**src/rtl/mem_ctrl_pkg.sv**
```systemverilog
// Shared constants, state encoding and helpers for the byte-serial memory responder.
// Size codes use word_size[1:0]; word_size[2] selects zero-extension for loads.
package mem_ctrl_pkg;

  localparam logic [1:0] SZ_BYTE  = 2'd0;
  localparam logic [1:0] SZ_HALF  = 2'd1;
  localparam logic [1:0] SZ_WORD  = 2'd2;
  localparam int         ZEXT_BIT = 2;

  typedef enum logic [1:0] {
    ST_IDLE,
    ST_LOAD,
    ST_STORE
  } state_t;

  function automatic logic io_addr(input logic [31:0] a);
    return a[17:16] == 2'b11;
  endfunction

  // Index of the final byte of an access: 0, 1 or 3.
  function automatic logic [1:0] last_byte(input logic [2:0] sz);
    case (sz[1:0])
      SZ_BYTE:          return 2'd0;
      SZ_HALF:          return 2'd1;
      SZ_WORD, 2'd3:    return 2'd3;
      default:          return 2'd3;
    endcase
  endfunction

  function automatic logic [31:0] load_extend(input logic [31:0] raw, input logic [2:0] sz);
    logic sgn;
    case (sz[1:0])
      SZ_BYTE: begin
        sgn = raw[7] & ~sz[ZEXT_BIT];
        return {{24{sgn}}, raw[7:0]};
      end
      SZ_HALF: begin
        sgn = raw[15] & ~sz[ZEXT_BIT];
        return {{16{sgn}}, raw[15:0]};
      end
      default: return raw;
    endcase
  endfunction

endpackage

```
**src/rtl/mem_ctrl.sv**
```systemverilog
// Serialises one load or store request at a time into byte accesses on the RAM/IO port
// and returns the extended load value or a store acknowledge as a one-cycle pulse.
module mem_ctrl
  import mem_ctrl_pkg::*;
(
  input  logic        clk_in,
  input  logic        rst_in,
  input  logic        rdy_in,
  input  logic        rob_clear_up,
  input  logic        lsb_visit_mem,
  input  logic        work_type,
  input  logic [2:0]  word_size,
  input  logic [31:0] addr,
  input  logic [31:0] data_in,
  output logic        data_out_ready,
  output logic [31:0] data_out,
  output logic        mem_busy,
  input  logic [7:0]  mem_din,
  output logic [7:0]  mem_dout,
  output logic [31:0] mem_a,
  output logic        mem_wr,
  input  logic        io_buffer_full
);

  state_t      r_state, w_state_next;
  logic [2:0]  r_size;
  logic [31:0] r_addr;
  logic [31:0] r_st_data;
  logic [31:0] r_ld_data;
  logic [1:0]  r_ptr;
  logic [1:0]  r_last;
  logic        r_reread;
  logic        r_data_out_ready;
  logic [31:0] r_data_out;
  logic        r_busy;
  logic [31:0] r_mem_a;
  logic [7:0]  r_mem_dout;
  logic        r_mem_wr;

  logic        w_accept, w_ld_done, w_st_done;
  logic [1:0]  w_next_ptr;
  logic [31:0] w_next_addr;
  logic [31:0] w_ld_word;
  logic        w_stall_acc, w_stall_next, w_stall_cur;

  assign w_next_ptr   = r_ptr + 2'd1;
  assign w_next_addr  = r_addr + {30'd0, w_next_ptr};
  assign w_stall_acc  = io_addr(addr) && io_buffer_full;
  assign w_stall_next = io_addr(w_next_addr) && io_buffer_full;
  assign w_stall_cur  = io_addr(r_mem_a) && io_buffer_full;

  // Final load byte arrives on mem_din in the same cycle it is folded into the result.
  always_comb begin
    w_ld_word = r_ld_data;
    w_ld_word[{r_ptr, 3'b000} +: 8] = mem_din;
  end

  always_comb begin
    w_state_next = r_state;
    w_accept     = 1'b0;
    w_ld_done    = 1'b0;
    w_st_done    = 1'b0;
    if (rdy_in) begin
      case (r_state)
        ST_IDLE: begin
          if (lsb_visit_mem && !r_data_out_ready) begin
            w_accept     = 1'b1;
            w_state_next = work_type ? ST_LOAD : ST_STORE;
          end
        end
        ST_LOAD: begin
          if (rob_clear_up) begin
            w_state_next = ST_IDLE;
          end else if (!r_reread && r_ptr == r_last) begin
            w_ld_done    = 1'b1;
            w_state_next = ST_IDLE;
          end
        end
        ST_STORE: begin
          // A store byte only counts as written when mem_wr was high for that cycle.
          if (r_mem_wr && r_ptr == r_last) begin
            w_st_done    = 1'b1;
            w_state_next = ST_IDLE;
          end
        end
        default: w_state_next = ST_IDLE;
      endcase
    end
  end

  always_ff @(posedge clk_in or posedge rst_in) begin
    if (rst_in) r_state <= ST_IDLE;
    else        r_state <= w_state_next;
  end

  always_ff @(posedge clk_in or posedge rst_in) begin
    if (rst_in) begin
      r_size           <= '0;
      r_addr           <= '0;
      r_st_data        <= '0;
      r_ld_data        <= '0;
      r_ptr            <= '0;
      r_last           <= '0;
      r_reread         <= 1'b0;
      r_data_out_ready <= 1'b0;
      r_data_out       <= '0;
      r_busy           <= 1'b0;
      r_mem_a          <= '0;
      r_mem_dout       <= '0;
      r_mem_wr         <= 1'b0;
    end else if (!rdy_in) begin
      r_mem_wr <= 1'b0;
      if (r_state == ST_LOAD) r_reread <= 1'b1;
    end else begin
      r_data_out_ready <= w_ld_done | w_st_done;
      r_busy           <= (w_state_next != ST_IDLE);
      r_reread         <= 1'b0;
      case (r_state)
        ST_IDLE: begin
          if (w_accept) begin
            r_size     <= word_size;
            r_addr     <= addr;
            r_st_data  <= data_in;
            r_ld_data  <= '0;
            r_ptr      <= 2'd0;
            r_last     <= last_byte(word_size);
            r_mem_a    <= addr;
            r_mem_dout <= data_in[7:0];
            r_mem_wr   <= !work_type && !w_stall_acc;
          end
        end
        ST_LOAD: begin
          if (!rob_clear_up && !r_reread) begin
            if (w_ld_done) begin
              r_data_out <= load_extend(w_ld_word, r_size);
            end else begin
              r_ld_data <= w_ld_word;
              r_ptr     <= w_next_ptr;
              r_mem_a   <= w_next_addr;
            end
          end
        end
        ST_STORE: begin
          if (w_st_done) begin
            r_mem_wr   <= 1'b0;
            r_data_out <= '0;
          end else if (r_mem_wr) begin
            r_ptr      <= w_next_ptr;
            r_mem_a    <= w_next_addr;
            r_mem_dout <= r_st_data[{w_next_ptr, 3'b000} +: 8];
            r_mem_wr   <= !w_stall_next;
          end else begin
            r_mem_wr <= !w_stall_cur;
          end
        end
        default: ;
      endcase
    end
  end

  assign data_out_ready = r_data_out_ready;
  assign data_out       = r_data_out;
  assign mem_busy       = r_busy;
  assign mem_a          = r_mem_a;
  assign mem_dout       = r_mem_dout;
  assign mem_wr         = r_mem_wr;

endmodule
```
**config.mk**
```make
export PLATFORM = sky130hd
export DESIGN_NAME = mem_ctrl
export DESIGN_NICKNAME = d
export VERILOG_FILES = /design/src/rtl/mem_ctrl_pkg.sv /design/src/rtl/mem_ctrl.sv
export SDC_FILE = /design/constraint.sdc
export NUM_CORES = 1
export LEC_CHECK = 0
export BUFFER_PORTS_ARGS = -buffer_cell sky130_fd_sc_hd__buf_2
export CAP_MARGIN = 20
export CELL_PAD_IN_SITES_DETAIL_PLACEMENT = 2
export CELL_PAD_IN_SITES_GLOBAL_PLACEMENT = 2
export CORE_AREA = 10 10 162 164
export DETAILED_ROUTE_END_ITERATION = 8
export DIE_AREA = 0 0 172 174
export PLACE_DENSITY = 0.9
export RECOVER_POWER = 25
export SLEW_MARGIN = 20
export SYNTH_ARGS = -nofsm -noshare
export SYNTH_HDL_FRONTEND = slang
export SYNTH_SLANG_ARGS = --single-unit
```
**constraint.sdc**
```tcl
create_clock -name clk_in -period 15.2 [get_ports clk_in]
set_input_delay 1.52 -clock clk_in [delete_from_list [all_inputs] [get_ports clk_in]]
set_output_delay 1.52 -clock clk_in [all_outputs]
set_load 0.01 [all_outputs]
```
==> results of run 1 <==
routing by layer:
layer	routed length (um)	share of wire [%]
met4	446	1.5
met3	1410	4.6
met5	27	0.089
met1	12200	40
met2	16400	54
registers in the layout, summed over array words and instances (netlist names):
register	count
data_out	32
mem_a	32
r_addr	32
r_ld_data	32
r_st_data	32
mem_dout	8
r_size	3
r_last	2
r_ptr	2
r_state	2
data_out_ready	1
mem_busy	1
mem_wr	1
r_reread	1
synth_stat cells, drive strengths merged (2+ instances only):
cell type	n	share of area, %
dfrtp	181	51
nand2	130	5.5
mux2	68	8.6
a21oi	51	2.9
o21ai	46	2.6
o31ai	44	3.7
nor2	37	1.6
clkbuf	33	1.4
nor2b	29	2.0
mux2i	28	3.2
buf	19	1.3
inv	18	0.76
xor2	18	1.8
a22o	17	1.7
nand3	16	0.90
xnor2	14	1.5
ha	10	1.4
mux4	8	2.0
nand4	8	0.64
nor3	6	0.34
a211oi	5	0.42
and2	5	0.35
and3	5	0.35
a21o	4	0.34
and4	4	0.40
nor4	4	0.35
nor4b	4	0.64
a31oi	2	0.14
nand4b	2	0.20
o211ai	2	0.17
o221ai	2	0.20
or3	2	0.14
power by group:
part	total, mW	internal, mW	switching, mW
logic	0.936	0.384	0.553
registers	0.862	0.677	0.185
clock network	0.451	0.234	0.217
area by class of cell:
type	count	share of cell area (%)
clock inverter	14	1.54
multi-input combinational	583	38.7
timing repair buffer	164	8.08
clock buffer	17	4.07
sequential	181	43.3
tap	290	3.47
inverter	19	0.695
antenna	2	0.0479
worst max-delay path, stage by stage:
cell and delay (ns):
buf_2 0.10, clkinvlp_2 1.32, clkbuf_1 3.07
kinds of logic after synthesis:
| group | after synthesis | synth area share (%) |
|---|---|---|
| and+or+nand+nor | 257 | 13.9 |
| DFF | 181 | 51.1 |
| AOI/OAI and AO/OA | 179 | 12.8 |
| muxes | 104 | 13.8 |
| buffers and inverters | 71 | 3.51 |
| xor gates and xnor gates | 32 | 3.25 |
| adders and majority gates | 11 | 1.64 |
path summary, 6_finish.rpt:
check	from	endpoint	slack, ns
max in group clk_in	r_ptr[0]$_DFFE_PP0P_	mem_wr$_DFFE_PP0P_	11.02
max reg2reg	r_ptr[0]$_DFFE_PP0P_	mem_wr$_DFFE_PP0P_	11.02
max	rst_in	mem_a[26]$_DFFE_PP0P_	8.65
min	r_ld_data[29]$_DFFE_PP0P_	r_ld_data[29]$_DFFE_PP0P_	0.48
min reg2reg	r_ld_data[29]$_DFFE_PP0P_	r_ld_data[29]$_DFFE_PP0P_	0.48
min in group asynchronous	rst_in	data_out[10]$_DFFE_PP0P_	1.72
metrics by stage:
step / std cells / power (mW) / hold WS (ns) / setup slack, ns
after floorplan: 835 / 1.45 / 0.441 / 8.76
after global placement: 1235 / 1.71 / 0.451 / 11.27
after detailed placement: 1236 / 1.79 / 0.460 / 11.09
after CTS: 1267 / 2.28 / 0.480 / 10.98
after global routing: 1270 / 2.41 / 0.509 / 7.57
final: 1270 / 2.25 / 0.478 / 8.65
placed cells by master, fill, tap and decap left out, types with 6 or more instances in the layout:
cell / count
ha_1: 10
nor2b_1: 29
inv_6: 6
xnor2_1: 13
nand2_1: 130
xor2_1: 18
dfrtp_1: 181
o31ai_1: 44
inv_1: 17
a21oi_1: 51
a22o_1: 17
mux2_2: 68
nand4_1: 7
mux4_2: 8
o21ai_0: 45
nand3_1: 14
nor2_1: 37
mux2i_1: 28
buf_2: 155
clkbuf_16: 17
==> metrics.yaml, run 1 <==
status: "finished with violations"
violations: "capacitance limit, slew limit"
ys.flop_type: "dfrtp_1"
cp-end-kind: "asynchronous set/reset pin"
ff_latch_area_um2: 4530
cts_hold_buffers: 0
avgSynthCellArea_um2: 10.6
ys_warn_count: 0
final_area_um2: 10400
holdCritPathClass: "reg2reg"
cts_tree: "built"
fin_setup_tns_ns: 0
root_buffer: "clkbuf_16"
wl_um: 30500
grt_pass1_vias: 8250
synthArstFlopShare_pct: 100
wire_per_inst_um: 24.0
syn_area_um2: 8870
grt_use_met2_pct: 36.9
die_w_um: 172
multi_input_area_um2: 4050
cts_max_path_buffers: 2
finClkSkew_ns: 0.0136
crit_type: "in2async"
cp.arrival_ns: 6.10
cts_resized: 0
vias_per_cell: 5.62
dp_hpwl_um: 20800
grt_max_degree: 108
pin_count: 157
startpoint_type: "primary input"
dieHeight_um: 174
final.fill_count: 2453
post_cts_buffers: 0
worstMarginPinSlew_ns: 4.25
relSlewSlack_pct: -184
rsz0062_at_grt: "no"
fmax_mhz: 153
worstPathRequired_ns: 14.75
holdPathStages: 2
port_buffers: 156
area_growth_syn_to_layout_pct: 17.9
antenna_found_initial: 4
start_util_pct: 38.3
placed_cell_area_um2: 9860
drv_slew: 186
h-tree-depth: 4
via_count: 7133
hold_violations: 0
num_rows: 56
reg2reg_depth: 9
period_minus_slack_ns: 6.55
fin_util_pct: 45.2
final_nets: 1059
crit_fanout: 75
grt-busiest-layer: "met2"
p_leak_nw: 4.76
cellPowerDensity_nw_per_um2: 215
grt.total_usage_pct: 20.8
die_area_um2: 29900
path_clk_slew_ns: 0.07
gp_congestion: 0.795
dr.pass1.iters: 4
syn_nets: 928
met1_usage_pct: 23.8
route.detailed.drc: 0
first_iter_violations: 359
synth-edff-count: 0
coreArea_um2: 23100
cts_made_buffers: 17
maxCapViolCount: 3
grt_pass1_wl_um: 48500
ys_seq_area_share_pct: 51.1
ant_nets: 0
cts.sinks: 181
synth-seq-cells: 181
syn_inst: 835
period_share_pct: 43.1
drive_above_1_share_pct: 28.7
setup_viol: 0
ir_drop_mv: 0.105
grt.met3_usage_pct: 5.55
synth.distinct_cells: 54
clock_latency_ns: 0.44
overflow: 0
(Power assumes the default switching activity.)
==> inputs of run 2 (changes only) <==
--- a/config.mk
+++ b/config.mk
@@ -5,14 +5,15 @@
 export SDC_FILE = /design/constraint.sdc
 export NUM_CORES = 1
 export LEC_CHECK = 0
+export ABC_AREA = 1
 export BUFFER_PORTS_ARGS = -buffer_cell sky130_fd_sc_hd__buf_2
 export CAP_MARGIN = 20
 export CELL_PAD_IN_SITES_DETAIL_PLACEMENT = 2
 export CELL_PAD_IN_SITES_GLOBAL_PLACEMENT = 2
-export CORE_AREA = 10 10 162 164
+export CORE_AREA = 10 10 180 182
 export DETAILED_ROUTE_END_ITERATION = 8
-export DIE_AREA = 0 0 172 174
-export PLACE_DENSITY = 0.9
+export DIE_AREA = 0 0 190 192
+export PLACE_DENSITY = 0.85
 export RECOVER_POWER = 25
 export SLEW_MARGIN = 20
 export SYNTH_ARGS = -nofsm -noshare
==> constraint.sdc (replaced) <==
create_clock -name clk_in -period 6.35 [get_ports clk_in]
set_input_delay 0.635 -clock clk_in [delete_from_list [all_inputs] [get_ports clk_in]]
set_output_delay 0.635 -clock clk_in [all_outputs]
set_load 0.01 [all_outputs]
==> run 2 against run 1 <==
  * The flow now finishes without violations
  * First-iteration DRC count up 24%
  * Die area up 22%
  * Via count up 24%
  * Worst setup slack worse by 5.8 ns
  * Critical path type is now reg2reg
==> metrics.yaml, run 2 <==
status: "complete, no violations"
synth_area_leaders: "dfrtp_1, nand2_1, o21ai_0"
setup_slack_ns: 2.83  # -5.82 ns
gp_congestion: 0.840  # +5.7%
reg2reg_depth: 15  # +6
cellPowerDensity_nw_per_um2: 506  # +130%
cts_max_path_buffers: 2  # unchanged
pin_count: 157  # unchanged
area_growth_syn_to_layout_pct: 17.6
antenna_found_initial: 1  # -3
ys_seq_area_share_pct: 48.6  # -2.5 points
die_area_um2: 36500  # +22%
startpoint_type: "flop"
p_leak_nw: 5.28  # +11%
syn_nets: 1308  # +41%
crit_type: "reg2reg"
crit_chain: "inv_1, buf_4, ha_1, fa_1, nand2_1, nor2_2, nand2_1, nor2_1, nand2_1, nor2_1, nand2_1, nand2_1, nand3_1, o211ai_1, nand2_1"
final.fill_count: 3330  # +36%
vias_per_cell: 5.09  # -9.3%
die_w_um: 190  # +10%
fmax_mhz: 284
overflow: 0  # unchanged
first_iter_violations: 446  # +24%
synth.distinct_cells: 38  # -30%
port_buffers: 156  # unchanged
rsz0062_at_grt: "no"
synth-seq-cells: 181  # unchanged
r2r_end: "mem_a[28]$_DFFE_PP0P_"
finClkSkew_ns: 0.0142  # +0.000535 ns
period_share_pct: 55.5
grt_pass1_wl_um: 55600  # +15%
cts_made_buffers: 17  # unchanged
ff_latch_area_um2: 4530  # unchanged
route.detailed.drc: 0  # unchanged
crit_path_top_delay_cell: "dfrtp_1"
synth_top_cell_area_share_pct: 48.6  # -2.5 points
layout_common_cells: "nand2_1, dfrtp_1, buf_2"
grt_use_met2_pct: 33.6  # -3.3 points
synth-edff-count: 0  # unchanged
ant_nets: 0  # unchanged
grt-busiest-layer: "met2"
coreArea_um2: 28600  # +24%
syn_inst: 1215  # +46%
grt.total_usage_pct: 19.0  # -1.8 points
fin_setup_tns_ns: 0  # unchanged
avgSynthCellArea_um2: 7.67  # -28%
clock_latency_ns: 0.45  # about the same
worstMarginPinSlew_ns: 0.938  # -3.31 ns
layout.cells.non_filler: 1736  # +37%
relSlewSlack_pct: 37.4  # +220 points
slowest_delay_ns: 0.69  # -2.38 ns
via_count: 8844  # +24%
period_minus_slack_ns: 3.52
antennaDiodeCount: 0  # -2
final_nets: 1432  # +35%
final_area_um2: 11000  # +4.9%
drv_slew: 0  # -100%
r2r_slack_ns: 2.83  # -8.19 ns
crit_fanout: 32  # -57%
grt_max_degree: 119  # +10%
cp-end-kind: "flop"
num_rows: 62  # +11%
start_util_pct: 32.6  # -5.8 points
post_cts_buffers: 0  # unchanged
hold_violations: 0  # unchanged
path_clk_slew_ns: 0.08  # about the same
cp.arrival_ns: 3.85  # -2.25 ns
wire_per_inst_um: 19.7  # -18%
critical-path-top-delay-family: "simple AND/OR/NAND/NOR gates"
syn_area_um2: 9320  # +5.1%
yosysMostFrequentCell: "nand2_1"
maxCapViolCount: 0  # -3
dieHeight_um: 192  # +10%
cts_hold_buffers: 0  # unchanged
crit_top_cell: "nand2_1"
dp_hpwl_um: 24300  # +17%
r2r_start: "r_ptr[0]$_DFFE_PP0P_"
setup_viol: 0  # unchanged
dr.pass1.iters: 4  # unchanged
wl_um: 34300  # +12%
multi_input_area_um2: 4060  # +0.22%
fin_util_pct: 38.3  # -6.9 points
ir_drop_mv: 0.215  # +100%
place_ws_ns: 2.79  # -8.30 ns
dp_cells: 1704  # +38%
synth_area_leader_cell: "dfrtp_1"
grt.met3_usage_pct: 3.99  # -1.6 points
h-tree-depth: 4  # unchanged
worstPathRequired_ns: 6.68  # -8.07 ns
root_buffer: "clkbuf_16"
met1_usage_pct: 22.5  # -1.3 points
ys_warn_count: 0  # unchanged
grt_pass1_vias: 10100  # +22%
synthArstFlopShare_pct: 100  # unchanged
ys.flop_type: "dfrtp_1"
cts_tree: "built"
crit_buf_inv: 2  # -1
synth_commonest_cells: "nand2_1, dfrtp_1, o21ai_0, inv_1, nand3_1"
cts.sinks: 181  # unchanged
placed_cell_area_um2: 10400  # +5.3%
holdCritPathClass: "in2async"
final_common_cell: "nand2_1"
cts_resized: 0  # unchanged
drive_above_1_share_pct: 16.4  # -12 points
run 2: logic make-up (layout without fill, tap and decap cells):
family                     Yosys count  in the layout  share of synthesized area (%)
xor gates and xnor gates             7              7                          0.738
adders and majority gates           11             11                           1.56
AOI/OAI and AO/OA                  244            244                           14.4
DFF                                181            181                           48.6
buffers and inverters              174            311                           7.92
and+or+nand+nor                    598            598                           26.8
run 2: where the power goes:
group,switching (mW),internal (mW),total [mW]
sequential,0.390,1.63,2.02
combinational,1.67,0.775,2.44
clock,0.513,0.565,1.08
run 2: layer usage:
metal | part of all wire [%] | wire [um]
met1 | 43 | 14900
met2 | 51 | 17400
met3 | 3.6 | 1230
met4 | 2.1 | 717
met5 | 0.020 | 7
run 2: through the flow:
step                hold slack (ns)  power (mW)
global route                  0.389        6.04
detailed placement            0.465        4.49
CTS                           0.366        5.63
finish                        0.358        5.54
floorplan                     0.444        3.57
global placement              0.458        4.31
run 2: area by class of cell:
cell class | instances | area share [%]
Inverter | 112 | 3.90
Multi-Input combinational cell | 860 | 37.0
Tap cell | 384 | 4.38
Timing Repair Buffer | 167 | 8.05
Clock inverter | 13 | 1.31
Sequential cell | 181 | 41.3
Clock buffer | 19 | 4.04
run 2: worst max-delay path by stage:
stage                          from                 endpoint  slack [ns]  depth (start not counted)
3_3_place_gp   r_state[0]$_DFF_PP0_    mem_a[15]$_DFFE_PP0P_        3.00                         12
6_report       r_ptr[0]$_DFFE_PP0P_    mem_a[28]$_DFFE_PP0P_        2.83                         15
3_5_place_dp   r_state[0]$_DFF_PP0_    mem_a[12]$_DFFE_PP0P_        2.79                         12
2_1_floorplan                rst_in  data_out[0]$_DFFE_PP0P_        0.80                          1
4_1_cts        r_state[0]$_DFF_PP0_    mem_a[12]$_DFFE_PP0P_        2.72                         12
5_1_grt        r_ptr[0]$_DFFE_PP0P_    mem_a[28]$_DFFE_PP0P_        2.46                         15
